**src/rtl/param_mem_pkg.sv**
```systemverilog
// Shared types and helpers for the parametrised data memory.
// Holds the init/run state encoding and a ceiling-log2 helper for parameter math.
package param_mem_pkg;

  typedef enum logic {
    MEM_INIT,
    MEM_RUN
  } mem_state_t;

  function automatic int clog2(input int value);
    int result;
    result = 0;
    while ((1 << result) < value) result++;
    return result;
  endfunction

endpackage

```
**src/rtl/mem_init_ctrl.sv**
```systemverilog
// Init/run sequencer for param_data_memory: sweeps every word index once after reset,
// then raises ready and stays in MEM_RUN until the next reset.
module mem_init_ctrl
  import param_mem_pkg::*;
#(
  parameter int DEPTH = 64,
  parameter int IDX_W = 6
) (
  input  logic             clock,
  input  logic             reset,
  output logic             ready,
  output logic             init_we,
  output logic [IDX_W-1:0] init_idx
);

  mem_state_t       state;
  logic [IDX_W-1:0] ptr;

  // ready rises on the same edge that writes the last word, so it is seen one cycle later
  always_ff @(posedge clock or posedge reset) begin
    if (reset) begin
      state <= MEM_INIT;
      ptr   <= '0;
      ready <= 1'b0;
    end else if (state == MEM_INIT) begin
      if (ptr == IDX_W'(DEPTH - 1)) begin
        state <= MEM_RUN;
        ready <= 1'b1;
      end else begin
        ptr <= ptr + 1'b1;
      end
    end
  end

  assign init_we  = (state == MEM_INIT);
  assign init_idx = ptr;

endmodule

```
**src/rtl/param_data_memory.sv**
```systemverilog
// Byte-addressed word memory with per-byte enables, registered read, init sweep and address checking.
// Define MEM_PARITY_EN to add per-byte even parity storage and the ParityError output.
module param_data_memory
  import param_mem_pkg::*;
#(
  parameter int                    DATA_WIDTH = 32,
  parameter int                    ADDR_WIDTH = 8,
  parameter int                    DEPTH      = 64,
  parameter logic [DATA_WIDTH-1:0] INIT_VALUE = '0
) (
  input  logic                    clock,
  input  logic                    reset,
  input  logic                    MemRead,
  input  logic                    MemWrite,
  input  logic [ADDR_WIDTH-1:0]   Address,
  input  logic [DATA_WIDTH/8-1:0] ByteEnable,
  input  logic [DATA_WIDTH-1:0]   writeData,
  output logic [DATA_WIDTH-1:0]   ReadData,
  output logic                    ReadValid,
  output logic                    Ready,
  output logic                    AddrError
`ifdef MEM_PARITY_EN
  ,
  output logic                    ParityError
`endif
);

  localparam int BYTES = DATA_WIDTH / 8;
  localparam int LSB   = clog2(BYTES);
  localparam int IDX_W = clog2(DEPTH);
  localparam logic [ADDR_WIDTH-1:0] LSB_MASK = ADDR_WIDTH'((1 << LSB) - 1);
  localparam logic [ADDR_WIDTH:0]   DEPTH_W  = (ADDR_WIDTH + 1)'(DEPTH);

  logic [DATA_WIDTH-1:0] mem [DEPTH];

  logic                  init_we;
  logic [IDX_W-1:0]      init_idx;
  logic [ADDR_WIDTH-1:0] word_full;
  logic [IDX_W-1:0]      idx;
  logic                  misaligned;
  logic                  in_range;
  logic                  legal;
  logic                  accept;

  mem_init_ctrl #(
    .DEPTH(DEPTH),
    .IDX_W(IDX_W)
  ) u_init_ctrl (
    .clock   (clock),
    .reset   (reset),
    .ready   (Ready),
    .init_we (init_we),
    .init_idx(init_idx)
  );

  // Range is judged on the full word index before truncation, so high addresses never alias
  assign word_full  = Address >> LSB;
  assign misaligned = |(Address & LSB_MASK);
  assign in_range   = ({1'b0, word_full} < DEPTH_W);
  assign legal      = !misaligned && in_range;
  assign idx        = word_full[IDX_W-1:0];
  assign accept     = Ready && (MemRead || MemWrite);

`ifdef MEM_PARITY_EN
  logic [BYTES-1:0] parity_mem [DEPTH];

  function automatic logic [BYTES-1:0] byte_parity(input logic [DATA_WIDTH-1:0] word);
    logic [BYTES-1:0] p;
    for (int b = 0; b < BYTES; b++) p[b] = ^word[8*b +: 8];
    return p;
  endfunction
`endif

  // The init sweep owns the write port until Ready, so user writes cannot race it
  always_ff @(posedge clock) begin
    if (init_we) begin
      mem[init_idx] <= INIT_VALUE;
`ifdef MEM_PARITY_EN
      parity_mem[init_idx] <= byte_parity(INIT_VALUE);
`endif
    end else if (accept && MemWrite && legal) begin
      for (int b = 0; b < BYTES; b++) begin
        if (ByteEnable[b]) begin
          mem[idx][8*b +: 8] <= writeData[8*b +: 8];
`ifdef MEM_PARITY_EN
          parity_mem[idx][b] <= ^writeData[8*b +: 8];
`endif
        end
      end
    end
  end

  // Reads sample the array before this edge's write lands, giving read-before-write
  always_ff @(posedge clock or posedge reset) begin
    if (reset) begin
      ReadData  <= '0;
      ReadValid <= 1'b0;
      AddrError <= 1'b0;
`ifdef MEM_PARITY_EN
      ParityError <= 1'b0;
`endif
    end else begin
      ReadValid <= 1'b0;
      AddrError <= 1'b0;
`ifdef MEM_PARITY_EN
      ParityError <= 1'b0;
`endif
      if (accept) begin
        if (!legal) begin
          AddrError <= 1'b1;
        end else if (MemRead) begin
          ReadData  <= mem[idx];
          ReadValid <= 1'b1;
`ifdef MEM_PARITY_EN
          ParityError <= |(parity_mem[idx] ^ byte_parity(mem[idx]));
`endif
        end
      end
    end
  end

endmodule
```
**config.mk**
```make
export PLATFORM = sky130hd
export DESIGN_NAME = param_data_memory
export DESIGN_NICKNAME = d
export VERILOG_FILES = /design/src/rtl/param_mem_pkg.sv /design/src/rtl/mem_init_ctrl.sv /design/src/rtl/param_data_memory.sv
export SDC_FILE = /design/constraint.sdc
export NUM_CORES = 2
export LEC_CHECK = 0
export ABC_AREA = 1
export CAP_MARGIN = 10
export CORE_UTILIZATION = 55
export DETAILED_ROUTE_END_ITERATION = 10
export PLACE_DENSITY_LB_ADDON = 0.15
export SLEW_MARGIN = 25
export SYNTH_ARGS = -nofsm -noshare
export SYNTH_HDL_FRONTEND = slang
export SYNTH_HIERARCHICAL = 1
export SYNTH_SLANG_ARGS = --single-unit
```
**constraint.sdc**
```tcl
create_clock -name clock -period 3.6 [get_ports clock]
set_input_delay 0.36 -clock clock [delete_from_list [all_inputs] [get_ports clock]]
set_output_delay 0.36 -clock clock [all_outputs]
set_load 0.05 [all_outputs]
```
==> run_results.csv <==
group,metric,value,unit
clock_tree,clock_tree_from_tritoncts,"built",
setup_path,arrival,3.74,ns
die,floorplan.die_area,156700,sq um
routing,vias,57510,
yosys,netlist.area_leader.share,0.7210,
sta,final-setup-viol-count,0,
sta,slew_violations,0,
placement,postPlaceCellArea,90950,sq um
die,placeableCoreArea,154000,sq um
setup_path,critPathCaptureType,"flop",
clock_tree,clkLatencyLatePin,0.85,ns
power,post_route_total_power,49.84,mW
setup_path,startpoint_kind_of_the_worst_setup_timing_path,"flop",
yosys,yosysUniqueCellTypes,31,
setup_path,worst_path_class_setup,"reg -> reg",
yosys,post-synth-top-count-cell,"nand2_1",
clock_tree,post_cts_buffers,0,
final_layout,sequential_cell_area,62550,sq um
final_layout,final_design_area_no_fill,97610,sq um
clock_tree,cts_buffer_depth,3,
yosys,synth_top_area_cell,"edfxtp_1",
yosys,synthesis.area,85300,sq um
routing,count_of_nets_left_with_antenna_violations_after_detail_routing,0,
sta,clock-skew-final,0.03280,ns
routing,drtPass1Iterations,7,
yosys,synth.avg_cell_area,11.84,sq um
yosys,post_synth_most_frequent_cells,"nand2_1 (2161), edfxtp_1 (2048), nand3_1 (2022)",
die,die_h,395.8,um
global_route,grt_overflow_total,0,
yosys,post_synth_inst_count,7204,
clock_tree,numClockSinks,2090,
setup_path,worstPathRequired,4.07,ns
worst_hold_path,hold-path-endpoint,"AddrError",
setup_path,rr_worst_depth,10,
sta,timing_worst_slew_pin_value,1.131,ns
sta,grt_setup_unrepaired,"no",
final_layout,fin_util,0.6336,
final_layout,layout.nets,7423,
setup_path,worst_r2r_startpoint,"u_init_ctrl/state",
job,maxCapViolations,0,
routing,detail_route.iter0.violations,7693,
routing,drcViolationCount,0,
power,max-vdd-ir-drop,554.0,uV
setup_path,capture_instance_of_the_worst_register_to_register_path,"mem[29][6]",
clock_tree,cts.htree.levels,4,
worst_hold_path,min_path_type,"in -> reg",
die,start_util,0.5537,
clock_tree,cts-buffers-inserted,206,
global_route,grt_first_pass_wirelength,357100,um
routing,wirelength_routed,245800,um
sta,finalHoldWorstSlack,0.1732,ns
setup_path,reg2reg_setup_slack,0.32,ns
worst_hold_path,min_delay_path_depth,3,
setup_path,crit_fanout,17,
sta,report.final.hold_viol_count,0,
placement,port-buffer-count,82,
die,placementRows,144,
yosys,ys.flop_type,"edfxtp_1",
sta,period_share,0.9098,
final_layout,final.fill_count,11710,
routing,wl_per_cell,25.60,um
yosys,synth_nets,7253,
final_layout,area.growth.synth_to_final,14.44,%
global_route,vias_in_the_first_global_route,54360,
sta,final.min_clock_period,3.275,ns
sta,achievable-frequency,305.3,MHz
global_route,gr_usage_total,0.3132,
power,leakage_dissipation,34.91,nW
sta,max-slew-margin-rel,0.2462,
die,die-width,395.8,um
yosys,synth-async-reset-ratio,0.02010,
die,pin_count,83,
placement,hpwl,149900,um
yosys,synth.area.top_cells,"edfxtp_1 (72%), nand3_1 (12%), nand2_1 (9.5%)",
clock_tree,worst_setup_hold_path_clk_slew,0.06,ns
yosys,yosys_warnings,6,
placement,place.gp.congestion,0.9317,
routing,drt-vias-per-instance,5.990,
clock_tree,clock_tree.root_cell,"clkbuf_16",
status,run_status,"complete, no violations",
yosys,ffs_latches_synth,2090,
global_route,largest_net_degree_at_the_start_of_global_routing,214,
sta,setup_tns,0,ns
final_layout,multiInputGateArea,20890,sq um
yosys,synth.yosys.seq_area_share,0.7333,
yosys,synth_edf_count,2048,
final_layout,post_route_cells_drive_above_1_share,0.1158,
power,power.density,510.6,nW/um^2
global_route,antenna_found_initial,13,
worst_hold_path,worst_hold_startpoint,"MemWrite",
-- through the flow --
| step | std cells | setup WS (ns) |
|---|---|---|
| global placement | 9209 | 0.009799 |
| floorplan | 7204 | -0.1273 |
| detailed placement | 9209 | -0.03053 |
| global route | 9593 | 0.1270 |
| CTS | 9593 | 0.3392 |
| finish | 9601 | 0.3248 |
-- logic make-up after synthesis --
group,synth area share
AND/OR/NAND/NOR,0.2402
flip-flops,0.7333
buffers and inverters,0.02464
AO/OA/AOI/OAI,0.001408
XOR/XNOR,0.0003081
adder cells (fa/ha/maj),0.0001467
-- power breakdown --
part	leakage, nW	internal (mW)	switching [mW]
logic	16.9	0.736	1.76
clock network	3.22	12.0	9.07
registers	14.8	26.3	0
-- sequential cells by signal, indices dropped and copies added, names as in the netlist --
register	cells
mem	2048
ReadData	32
u_init_ctrl/init_idx	6
AddrError	1
ReadValid	1
u_init_ctrl/ready	1
u_init_ctrl/state	1
-- layout by cell type (no fill, tap or decap), types with 9 or more instances in the layout --
master	n
inv_1	43
nand3_1	2021
clkinv_1	36
nor2_1	194
edfxtp_1	2048
buf_12	92
clkbuf_1	41
nand2_4	46
bufinv_16	16
clkbuf_16	208
nor2_4	35
clkbuf_8	11
dfrtp_1	42
clkdlybuf4s50_1	76
nand2_1	2161
clkinv_2	44
nor2_2	64
nand2_2	18
clkinvlp_4	15
inv_2	9
buf_4	269
nor2_8	15
-- worst max path at each step --
stage                            startpoint          end  slack (ns)
final                     u_init_ctrl/state   mem[29][6]        0.32
after global routing      u_init_ctrl/state   mem[29][8]        0.13
after CTS                 u_init_ctrl/state  mem[29][13]        0.34
after detailed placement           MemWrite   mem[29][8]       -0.03
after global placement             MemWrite   mem[29][4]        0.01
after floorplan           u_init_ctrl/ready   mem[0][10]       -0.13
-- what timing repair did --
| item | 4_1_cts | 5_1_grt |
|---|---|---|
| hold endpoints to repair | 24 | 0 |
| resized for setup | 0 | 0 |
| hold buffers | 1 | 0 |
-- cell type report --
type / count / area share
Inverter: 60 / 0.002833
Clock buffer: 260 / 0.05645
Timing Repair Buffer: 442 / 0.04797
Antenna cell: 8 / 0.0002051
Tap cell: 2044 / 0.02620
Sequential cell: 2090 / 0.6408
Multi-Input combinational cell: 4574 / 0.2140
Clock inverter: 123 / 0.01151
-- critical path: stages (launching register included) --
cell and delay [ns]:
dfrtp_1 0.37, inv_1 0.22, inv_2 0.14, o211ai_4 0.20
nand2_4 0.22, o21ai_1 0.28, nand2_2 0.19, nor2_8 0.23
nand2_1 0.26, buf_4 0.25, nor2_1 0.52
-- layer usage --
layer  GRT usage  routed length (um)  up-vias
met3     0.07414               27870      480
met4      0.1425               11290       18
met2      0.4509              107100     3295
met5           0                 110        -
met1      0.4538               99460    27850
li1            -                   -    25860
Note: power is estimated with default switching activity, not from simulation.
